`config.mk`:
```
export PLATFORM = sky130hd
export DESIGN_NAME = lpc_record_framer
export DESIGN_NICKNAME = d
export VERILOG_FILES = /design/src/rtl/lpc_sniffer_pkg.sv /design/src/rtl/frame_byte_mux.sv /design/src/rtl/lpc_record_framer.sv
export SDC_FILE = /design/constraint.sdc
export NUM_CORES = 1
export LEC_CHECK = 0
export CAP_MARGIN = 20
export CORE_UTILIZATION = 40
export DETAILED_ROUTE_END_ITERATION = 8
export GPL_ROUTABILITY_DRIVEN = 0
export HOLD_SLACK_MARGIN = 0.1
export MAX_ROUTING_LAYER = met4
export PLACE_DENSITY = 0.66
export RECOVER_POWER = 50
export SYNTH_ARGS = -nofsm -noshare
export SYNTH_HDL_FRONTEND = slang
export SYNTH_SLANG_ARGS = --single-unit
```
`constraint.sdc`:
```
create_clock -name clock -period 2.4 [get_ports clock]
set_clock_uncertainty 0.05 [all_clocks]
set_input_delay 0.48 -clock clock [delete_from_list [all_inputs] [get_ports clock]]
set_output_delay 0.48 -clock clock [all_outputs]
set_load 0.01 [all_outputs]
```
`src/rtl/lpc_sniffer_pkg.sv`:
```
// Shared types and constants for the LPC sniffer record path.
package lpc_sniffer_pkg;

    localparam int unsigned BYTE_W    = 8;
    localparam int unsigned REC_W     = 48;
    localparam int unsigned FRAME_LEN = 8;
    localparam int unsigned IDX_W     = 3;

    localparam logic [BYTE_W-1:0] SYNC_BYTE = 8'hA5;

    localparam int unsigned ADDR_MSB    = 47;
    localparam int unsigned ADDR_LSB    = 16;
    localparam int unsigned DATA_MSB    = 15;
    localparam int unsigned DATA_LSB    = 8;
    localparam int unsigned TIMEOUT_BIT = 4;
    localparam int unsigned CYCDIR_MSB  = 3;
    localparam int unsigned CYCDIR_LSB  = 0;

    typedef struct packed {
        logic [31:0] addr;
        logic [7:0]  data;
        logic [2:0]  rsvd;
        logic        sync_timeout;
        logic [3:0]  cyctype_dir;
    } lpc_record_t;

    typedef enum logic [1:0] {
        IDLE,
        FETCH,
        SEND,
        GAP
    } framer_state_e;

endpackage

```
`src/rtl/frame_byte_mux.sv`:
```
// Selects the frame byte for the current index: SYNC, payload MSB first, CHK.
module frame_byte_mux
    import lpc_sniffer_pkg::*;
#(
    parameter logic [BYTE_W-1:0] SYNC = SYNC_BYTE
) (
    input  logic [IDX_W-1:0]  index_i,
    input  logic [REC_W-1:0]  rec_i,
    input  logic [BYTE_W-1:0] chk_i,
    output logic [BYTE_W-1:0] tx_byte_c
);

    always_comb begin
        tx_byte_c = SYNC;
        case (index_i)
            3'd1:    tx_byte_c = rec_i[47:40];
            3'd2:    tx_byte_c = rec_i[39:32];
            3'd3:    tx_byte_c = rec_i[31:24];
            3'd4:    tx_byte_c = rec_i[23:16];
            3'd5:    tx_byte_c = rec_i[15:8];
            3'd6:    tx_byte_c = rec_i[7:0];
            3'd7:    tx_byte_c = chk_i;
            default: tx_byte_c = SYNC;
        endcase
    end

endmodule

```
`src/rtl/lpc_record_framer.sv`:
```
// Pops one 48-bit record from the ring buffer and emits it as an 8-byte
// SYNC/payload/XOR frame, one byte per strobe with a gap cycle between strobes.
module lpc_record_framer
    import lpc_sniffer_pkg::*;
#(
    parameter int unsigned       DW           = 48,
    parameter logic [7:0]        SYNC         = 8'hA5,
    parameter int unsigned       READ_LATENCY = 1
) (
    input  logic          clock,
    input  logic          reset,
    input  logic          read_empty,
    input  logic [DW-1:0] read_data,
    output logic          read_clock_enable,
    input  logic          uart_ready,
    output logic          uart_clock_enable,
    output logic [7:0]    uart_data,
    output logic          busy
);

    localparam int unsigned         LAT_W    = 2;
    localparam logic [LAT_W-1:0]    LAT_LAST = LAT_W'(READ_LATENCY - 1);

    framer_state_e      state_q, state_d;
    logic [IDX_W-1:0]   idx_q, idx_d;
    logic [BYTE_W-1:0]  chk_q, chk_d;
    lpc_record_t        rec_q, rec_d;
    logic               cap_q, cap_d;
    logic [LAT_W-1:0]   wait_q, wait_d;
    logic               rce_q, rce_d;
    logic               uce_q, uce_d;
    logic [BYTE_W-1:0]  udata_q, udata_d;
    logic               busy_q, busy_d;
    logic [BYTE_W-1:0]  tx_byte_c;

    frame_byte_mux #(
        .SYNC      (SYNC)
    ) u_byte_mux (
        .index_i   (idx_q),
        .rec_i     (rec_q),
        .chk_i     (chk_q),
        .tx_byte_c (tx_byte_c)
    );

    // Next-state and output logic.
    always_comb begin
        state_d = state_q;
        idx_d   = idx_q;
        chk_d   = chk_q;
        rec_d   = rec_q;
        cap_d   = 1'b0;
        wait_d  = wait_q;
        rce_d   = 1'b0;
        uce_d   = 1'b0;
        udata_d = udata_q;

        // read_data is valid in the first SEND cycle; SYNC goes out without it.
        if (cap_q) begin
            rec_d = lpc_record_t'(read_data);
        end

        case (state_q)
            IDLE: begin
                if (!read_empty) begin
                    rce_d   = 1'b1;
                    wait_d  = '0;
                    state_d = FETCH;
                end
            end
            FETCH: begin
                if (wait_q == LAT_LAST) begin
                    cap_d   = 1'b1;
                    chk_d   = '0;
                    idx_d   = '0;
                    state_d = SEND;
                end else begin
                    wait_d = wait_q + 2'd1;
                end
            end
            SEND: begin
                if (uart_ready) begin
                    uce_d   = 1'b1;
                    udata_d = tx_byte_c;
                    if (idx_q != 3'd0 && idx_q != 3'd7) begin
                        chk_d = chk_q ^ tx_byte_c;
                    end
                    state_d = GAP;
                end
            end
            GAP: begin
                if (idx_q == 3'd7) begin
                    state_d = IDLE;
                end else begin
                    idx_d   = idx_q + 3'd1;
                    state_d = SEND;
                end
            end
            default: state_d = IDLE;
        endcase

        busy_d = (state_d != IDLE);
    end

    always_ff @(posedge clock or posedge reset) begin
        if (reset) begin
            state_q <= IDLE;
            idx_q   <= '0;
            chk_q   <= '0;
            rec_q   <= '0;
            cap_q   <= 1'b0;
            wait_q  <= '0;
            rce_q   <= 1'b0;
            uce_q   <= 1'b0;
            udata_q <= '0;
            busy_q  <= 1'b0;
        end else begin
            state_q <= state_d;
            idx_q   <= idx_d;
            chk_q   <= chk_d;
            rec_q   <= rec_d;
            cap_q   <= cap_d;
            wait_q  <= wait_d;
            rce_q   <= rce_d;
            uce_q   <= uce_d;
            udata_q <= udata_d;
            busy_q  <= busy_d;
        end
    end

    assign read_clock_enable = rce_q;
    assign uart_clock_enable = uce_q;
    assign uart_data         = udata_q;
    assign busy              = busy_q;

endmodule

```
==> Word-level counts from Yosys, hierarchy flattened <==
Index checks and enable logic that the tools add are counted.
W data, S select, Z words.
{ "op_classes": {"add_sub_neg": 2, "reduce_logical": 12, "mux": 22, "n_bitwise": 1, "n_eq_ne": 17} }
{ "op_table": {"columns": ["operator", "count"], "rows": [
  ["$pmux W8 S7", 1],
  ["$mux W8", 3],
  ["$pmux W8 S2", 1],
  ["$eq A3 B3 Y1 const B", 4],
  ["$mux W2", 6],
  ["$ne A2 B2 Y1 const B", 6],
  ["$pmux W2 S4", 1],
  ["$reduce_bool A2 Y1", 4],
  ["$xor A8 B8 Y8", 1],
  ["$eq A3 B2 Y1 const B", 2],
  ["$mux W1", 6],
  ["$mux W3", 2],
  ["$pmux W3 S2", 1],
  ["$reduce_and A3 Y1", 2],
  ["$eq A2 B2 Y1 const B", 2],
  ["$logic_not A2 Y1", 2],
  ["$pmux W2 S2", 1],
  ["$reduce_and A4 Y1", 1],
  ["$add A3 B1 Y3 const B", 1],
  ["$eq A3 B1 Y1 const B", 1],
  ["$ne A3 B3 Y1 const B", 1],
  ["$reduce_bool A3 Y1", 1],
  ["$add A2 B1 Y2 const B", 1],
  ["$eq A2 B1 Y1 const B", 1],
  ["2 further kinds", 2]
]} }
{ "totals": {"ff_bits": 75, "input_bits": 52, "output_inout_bits": 11} }

==> Longest topological paths before layout <==
Gate-level depths: netlist of run 1.
{ "logic_depth": {"ltp_word": 6, "mapped_depth": 9, "depth_no_buf": 6} }

==> Modules after synthesis <==
A second synthesis of run 1 with hierarchy kept.
{ "unflattened": {"hier_cells": 278, "area_unflattened_um2": 3626.0} }
{ "modules_own_cells": {"columns": ["mod", "seq_area_each_um2", "cells_per_inst", "area_each_um2", "instances"], "rows": [
  ["lpc_record_framer", 1876.8, 209, 3072.9, 1],
  ["frame_byte_mux", 0.0, 69, 553.0, 1]
]} }

==> Least setup slack after synthesis of run 1 <==
OpenSTA, ideal clock, no wires.
{ "synth_timing": {"path_type": "reg2reg", "from": "register idx_q[0]", "to": "register chk_q[7]", "slack_ns": 0.480, "t_required_ns": 2.271, "stages_incl_launch_ff": 9, "t_arrival_ns": 1.791, "path_cell_list": "dfrtp_1 ha_1 ha_1 clkbuf_8 nor4_2 nand2b_1 buf_2 a41oi_1 mux2i_1"} }
{ "synth_between": {"elab_chain_cells": 6, "word_cells_on_any_way": 17} }
{ "synth_rtl": {"columns": ["element", "line", "text"], "rows": [
  ["start: declaration", "lpc_record_framer.sv:25", "logic [IDX_W-1:0] idx_q, idx_d;"],
  ["start signal: assignment", "lpc_record_framer.sv:118", "idx_q <= idx_d;"],
  ["$eq A3 B3 Y1 (tied with other cells)", "frame_byte_mux.sv:15", "case (index_i)"],
  ["$pmux W8 S7", "frame_byte_mux.sv:15", null],
  ["$xor A8 B8 Y8", "lpc_record_framer.sv:85", "chk_d = chk_q ^ tx_byte_c;"],
  ["$mux W8", "lpc_record_framer.sv:84", "if (idx_q != 3'd0 && idx_q != 3'd7) begin"],
  ["$mux W8", "lpc_record_framer.sv:81", "if (uart_ready) begin"],
  ["$pmux W8 S2", "lpc_record_framer.sv:62", "case (state_q)"],
  ["end signal: assignment", "lpc_record_framer.sv:119", "chk_q <= chk_d;"],
  ["end: declaration", "lpc_record_framer.sv:26", "logic [BYTE_W-1:0] chk_q, chk_d;"]
]} }
Parallel ways exist; a longest one is shown, timed or not. The select of a mux whose other input is x is not followed.
A chain may end at the register's enable or synchronous reset.

==> Final worst setup path of run 1 <==
{ "layout_timing": {"from": "register idx_q[0]", "to": "register udata_q[5], in the netlist uart_data[5]"} }
{ "layout_between": {"elab_chain_cells": 2, "word_cells_on_any_way": 8} }
{ "layout_rtl": {"columns": ["element", "line", "text"], "rows": [
  ["$eq A3 B3 Y1 (tied with other cells)", "frame_byte_mux.sv:15", null],
  ["$pmux W8 S7 (*)", "frame_byte_mux.sv:15", null],
  ["end signal: assignment", "lpc_record_framer.sv:125", "udata_q <= udata_d;"],
  ["end: declaration", "lpc_record_framer.sv:32", "logic [BYTE_W-1:0] udata_q, udata_d;"]
]} }
Every way passes the cells marked *; elsewhere a longest branch is shown, timed or not.

==> flow_summary.json, run 1 <==
{
  "finish.utilization_pct": 52.6,
  "cts_root_buffer": "clkbuf_8",
  "drc": 0,
  "synthesis.area_sq_um": 3550,
  "h-tree-depth": 3,
  "holdCritPathClass": "reg2reg",
  "crit_required_ns": 2.59,
  "ys_ff_latch": 75,
  "io_buffers": 62,
  "fmax_mhz": 462,
  "startpoint_type": "flop",
  "clk_path_buf_depth": 2,
  "setup_viol": 0,
  "ctsResizeCount": 0,
  "drtIter0Drc": 102,
  "clock_latency_ns": 0.34,
  "ys_top_cells_by_count": "dfrtp_1, mux2_2, nand2_1",
  "holdBufCountCts": 0,
  "grtUsageTotal_pct": 19.5,
  "cp.arrival_ns": 2.35,
  "regToRegEndpoint": "uart_data[5]",
  "seq_power_share_pct": 44.4,
  "p_comb_share_pct": 40.0,
  "rsz0062_at_grt": "false",
  "irDropWorstVdd_v": 0.000619,
  "ys_seq_area_share_pct": 52.9,
  "async_flop_share_pct": 100,
  "antenna_left": 0,
  "pwr-share-clk_pct": 15.6,
  "nets": 407,
  "maxCapViolations": 0,
  "finalHoldViolCount": 0,
  "die_h_um": 96.2,
  "reg2reg_from": "idx_q[0]",
  "drive_gt1_share_pct": 24.4,
  "slew_violations": 0,
  "synth_cells": 281,
  "cellPowerDensity_nw_per_um2": 1180,
  "synth.distinct_cells": 37,
  "syn2layout_area_growth_pct": 24.4,
  "dieArea_sq_um": 9240,
  "postCtsSetupRepairBufs": 0,
  "endpoint": "uart_data[5]",
  "fp-row-count": 33,
  "wire_per_inst_um": 17.3,
  "vias": 2487,
  "crit_fanout": 9,
  "reg2reg_depth": 6,
  "tightestPinTransition_ns": 0.961,
  "fin_crit_sh_pct": 90.2,
  "synth_edf_count": 0,
  "yosysTopAreaCell": "dfrtp_1",
  "synth_top_area_share_pct": 52.9,
  "synthTopCellsByArea": "dfrtp_1, mux2_2, nand2_1",
  "yosys_warnings": 0,
  "routed_wl_mm": 7.89,
  "io_pins": 63,
  "power_switching_mw": 1.79,
  "r2r_slack_ns": 0.23,
  "startpoint": "idx_q[0]",
  "end_kind": "flop",
  "grt_max_degree": 29,
  "cts.reportedPaths.clkPinSlew_ns": 0.07,
  "synth_fp_nets": 340,
  "core_area_sq_um": 8380,
  "sw_frac_of_total_pct": 34.4,
  "cts_sinks": 75,
  "yosys_most_used_dff": "dfrtp_1",
  "dr.pass1.iters": 4,
  "internal_power_mw": 3.42,
  "relSlewSlack_pct": 35.9,
  "worstSetupPathType": "reg2reg",
  "cts_tree": "done",
  "first_global_vias": 2625,
  "antenna_found_initial": 0,
  "place_hpwl_mm": 5.74,
  "initial_core_util_pct": 42.3,
  "status": "completed",
  "grt_pass1_wl_mm": 12.8,
  "cts_buffers": 9,
  "die_w_um": 96.2,
  "syn_avg_cell_area_sq_um": 12.6,
  "grt-ovfl-total": 0,
  "synth_most_common_cell": "dfrtp_1",
  "n_antenna_cell": 0,
  "setup_tns_ns": 0,
  "min_period_ns": 2.17,
  "p_leak_nw": 1.94,
  "via_per_inst": 5.44
}
[state kept, by name, indices dropped and copies added (netlist names)]
name / count
rec_q: 48
chk_q: 8
uart_data: 8
idx_q: 3
state_q: 2
wait_q: 2
busy: 1
cap_q: 1
read_clock_enable: 1
uart_clock_enable: 1
[cell usage in the layout, fill, tap and decap left out, types with 3 or more instances in the layout]
| master | count |
|---|---|
| dfrtp_1 | 75 |
| clkdlybuf4s50_1 | 61 |
| mux2_2 | 54 |
| nand2_1 | 30 |
| clkbuf_8 | 10 |
| inv_1 | 9 |
| nand2b_1 | 9 |
| a41oi_1 | 8 |
| a21o_1 | 8 |
| o21ai_0 | 8 |
| mux2i_1 | 8 |
| a31oi_1 | 8 |
| ha_1 | 7 |
| a222oi_1 | 6 |
| a22o_1 | 5 |
| clkbuf_1 | 5 |
| buf_4 | 5 |
| a22oi_1 | 4 |
| a22o_2 | 3 |
| a21oi_1 | 3 |
| clkinv_2 | 3 |
[how the worst min path moves through the flow]
stage	startpoint	to	slack, ns	cells after the start
2_1_floorplan	wait_q[1]	wait_q[1]	0.42	2
3_3_place_gp	uart_data[6]	uart_data[6]	0.43	1
3_5_place_dp	uart_data[2]	uart_data[2]	0.42	1
4_1_cts	reset	rec_q[15]	0.43	2
5_1_grt	uart_data[2]	uart_data[2]	0.45	1
6_report	uart_data[2]	uart_data[2]	0.44	1
[power groups by stage]
stage                     registers [mW]  logic [mW]  clock network (mW)
after detailed placement            2.34        2.10                   0
final                               2.31        2.09               0.812
after global placement              2.33        2.06                   0
after CTS                           2.32        2.12               0.844
after global routing                2.40        2.31               0.885
after floorplan                     2.17        1.63                   0
[cell type report]
type / instances / area [sq um]
fill: 751 / 3970
sequential: 75 / 1880
multi-input combinational: 180 / 1510
timing repair buffer: 72 / 694
clock buffer: 12 / 145
tap: 105 / 131
inverter: 10 / 38.8
clock inverter: 3 / 15.0
[through the flow]
step	total power, mW	area, sq um	setup slack (ns)	std cells	hold slack [ns]
finish	5.21	4410	0.234	457	0.435
global route	5.59	4410	0.0964	457	0.452
CTS	5.28	4440	0.273	457	0.431
detailed placement	4.45	4280	0.295	442	0.425
global placement	4.39	4280	0.384	442	0.426
floorplan	3.80	3550	0.480	281	0.419
[cell families after synthesis]
| kind of cell | Yosys count | synth area share, % |
|---|---|---|
| adder cells (fa/ha/maj) | 7 | 2.47 |
| AND/OR/NAND/NOR | 51 | 7.80 |
| multiplexers | 62 | 19.4 |
| flip-flops | 75 | 52.9 |
| buffers and inverters | 26 | 4.48 |
| AO/OA/AOI/OAI | 60 | 12.9 |
[critical path, cell delays in order, from the launching register on]
cell      delay [ns]
dfrtp_1         0.44
ha_1            0.27
ha_1            0.31
buf_4           0.22
a222oi_1        0.40
a41oi_1         0.18
a21o_1          0.20
[routing by layer]
layer | track usage, % | share of wire [%]
met5 | - | 0
met4 | 5.10 | 1.3
met3 | 4.98 | 4.1
met2 | 32.4 | 50
met1 | 23.5 | 45
Power figures use the tool's default switching activity.
==> run 2, diff against run 1 <==
Settings changed: CORE_MARGIN set to 10, GPL_TIMING_DRIVEN set to 0.
==> flow_summary.json, run 2 (synthesis results as in run 1) <==
{
  "cp_num_cells": 6,
  "irDropWorstVdd_v": 0.000419,
  "status": "complete, but fails checks",
  "critPathTopFamily": "compound AO/OA/AOI/OAI gates",
  "die_h_um": 114,
  "relSlewSlack_pct": -6.94,
  "end_kind": "flop",
  "grtUsageTotal_pct": 14.4,
  "r2r_slack_ns": 0.25,
  "sw_frac_of_total_pct": 34.4,
  "drc": 0,
  "cts_tree": "done",
  "cts.reportedPaths.clkPinSlew_ns": 0.08,
  "p_comb_share_pct": 42.5,
  "routed_wl_mm": 8.47,
  "wire_per_inst_um": 18.1,
  "n_antenna_cell": 0,
  "tightestPinTransition_ns": 1.60,
  "startpoint_type": "flop",
  "seq_power_share_pct": 42.0,
  "critical_path.max_stage_delay_ns": 0.45,
  "clock_latency_ns": 0.35,
  "io_pins": 63,
  "fmax_mhz": 464,
  "min_from": "uart_data[1]",
  "reg2reg_depth": 6,
  "power_switching_mw": 1.82,
  "syn2layout_area_growth_pct": 26.2,
  "reg2reg_from": "idx_q[0]",
  "holdCritPathClass": "reg2reg",
  "fp-row-count": 34,
  "fill_cells": 794,
  "place_hpwl_mm": 6.42,
  "cts_sinks": 75,
  "drtIter0Drc": 133,
  "h-tree-depth": 3,
  "clk_path_buf_depth": 2,
  "grt-ovfl-total": 0,
  "internal_power_mw": 3.47,
  "nets": 414,
  "initial_core_util_pct": 40.9,
  "min_to": "uart_data[1]",
  "first_global_vias": 2733,
  "crit_path_frequent_cell": "ha_1",
  "worstSetupPathType": "reg2reg",
  "startpoint": "idx_q[0]",
  "setup_viol": 0,
  "path_cells": "ha_1, ha_1, buf_2, a222oi_1, a31oi_1, a21o_1",
  "dieArea_sq_um": 13000,
  "p_leak_nw": 1.97,
  "grt_max_degree": 42,
  "crit_slowest_cell": "a222oi_1",
  "rsz0062_at_grt": "false",
  "crit_required_ns": 2.60,
  "vias": 2513,
  "fin_crit_sh_pct": 89.7,
  "drive_gt1_share_pct": 25.0,
  "io_buffers": 62,
  "core_area_sq_um": 8680,
  "largest_register_ff_count": 48,
  "postCtsSetupRepairBufs": 0,
  "dr.pass1.iters": 4,
  "final_cell_mix": "dfrtp_1, clkdlybuf4s50_1, mux2_2",
  "cts_root_buffer": "clkbuf_8",
  "die_w_um": 114,
  "antenna_found_initial": 0,
  "critical_path_buf_inv_count": 1,
  "setup_tns_ns": 0,
  "via_per_inst": 5.37,
  "grt_pass1_wl_mm": 14.2,
  "antenna_left": 0,
  "pwr-share-clk_pct": 15.4,
  "cp.arrival_ns": 2.35,
  "violations": "capacitance limit, slew limit",
  "layout_commonest_cell": "dfrtp_1",
  "cellPowerDensity_nw_per_um2": 1180,
  "min_delay_path_depth": 2,
  "min_period_ns": 2.15,
  "top_register": "rec_q",
  "holdBufCountCts": 0,
  "regToRegEndpoint": "uart_data[3]",
  "slew_violations": 35,
  "crit_fanout": 10,
  "maxCapViolations": 1,
  "ctsResizeCount": 0,
  "finalHoldViolCount": 0,
  "power.total_mw": 5.30,
  "cts_buffers": 9
}
## run 2: metrics by stage
| step | setup slack (ns) | area (sq um) | hold WS, ns | util, % | std cells |
|---|---|---|---|---|---|
| detailed placement | 0.233 | 4330 | 0.415 | 49.8 | 452 |
| global placement | 0.113 | 4310 | 0.415 | 49.6 | 451 |
| floorplan | 0.480 | 3550 | 0.419 | - | 281 |
| global route | 0.0818 | 4480 | 0.446 | 51.6 | 468 |
| finish | 0.246 | 4480 | 0.427 | 51.6 | 468 |
| CTS | 0.232 | 4480 | 0.431 | 51.6 | 468 |
## run 2: power groups by stage
stage                     clock network (mW)  registers [mW]  logic, mW
after floorplan                            0            2.17       1.63
after global placement                     0            2.23       2.22
after detailed placement                   0            2.25       2.28
after CTS                              0.835            2.23       2.29
after global routing                   0.903            2.31       2.51
final                                  0.817            2.23       2.25
## run 2: cell type report
class / count / area, sq um / share of cell area [%]
flip-flops and latches: 75 / 1880 / 41.9
multi-input cells: 180 / 1510 / 33.7
repair buffers: 63 / 641 / 14.3
clock buffers: 13 / 139 / 3.10
well taps: 108 / 135 / 3.02
plain buffers: 16 / 120 / 2.68
inverters: 10 / 38.8 / 0.867
clock inverters: 3 / 15.0 / 0.335
## run 2: worst register-to-register path, delay by kind of cell (launching register included)
kind	cells	cell delay, ns
AO/OA/AOI/OAI	3	0.79
flip-flops	1	0.44
adder cells (fa/ha/maj)	2	0.55
buffers and inverters	1	0.23
## run 2: metal layers
metal | GRT usage [%] | share of wire [%]
met1 | 16.9 | 43
met2 | 22.8 | 51
met3 | 3.56 | 5.1
met4 | 6.60 | 1.7
met5 | - | 0
## run 2: worst max path at each step
stage,endpoint
finish,uart_data[3]
floorplan,chk_q[7]
CTS,uart_data[3]
global placement,read_clock_enable
detailed placement,uart_data[3]
global route,chk_q[3]
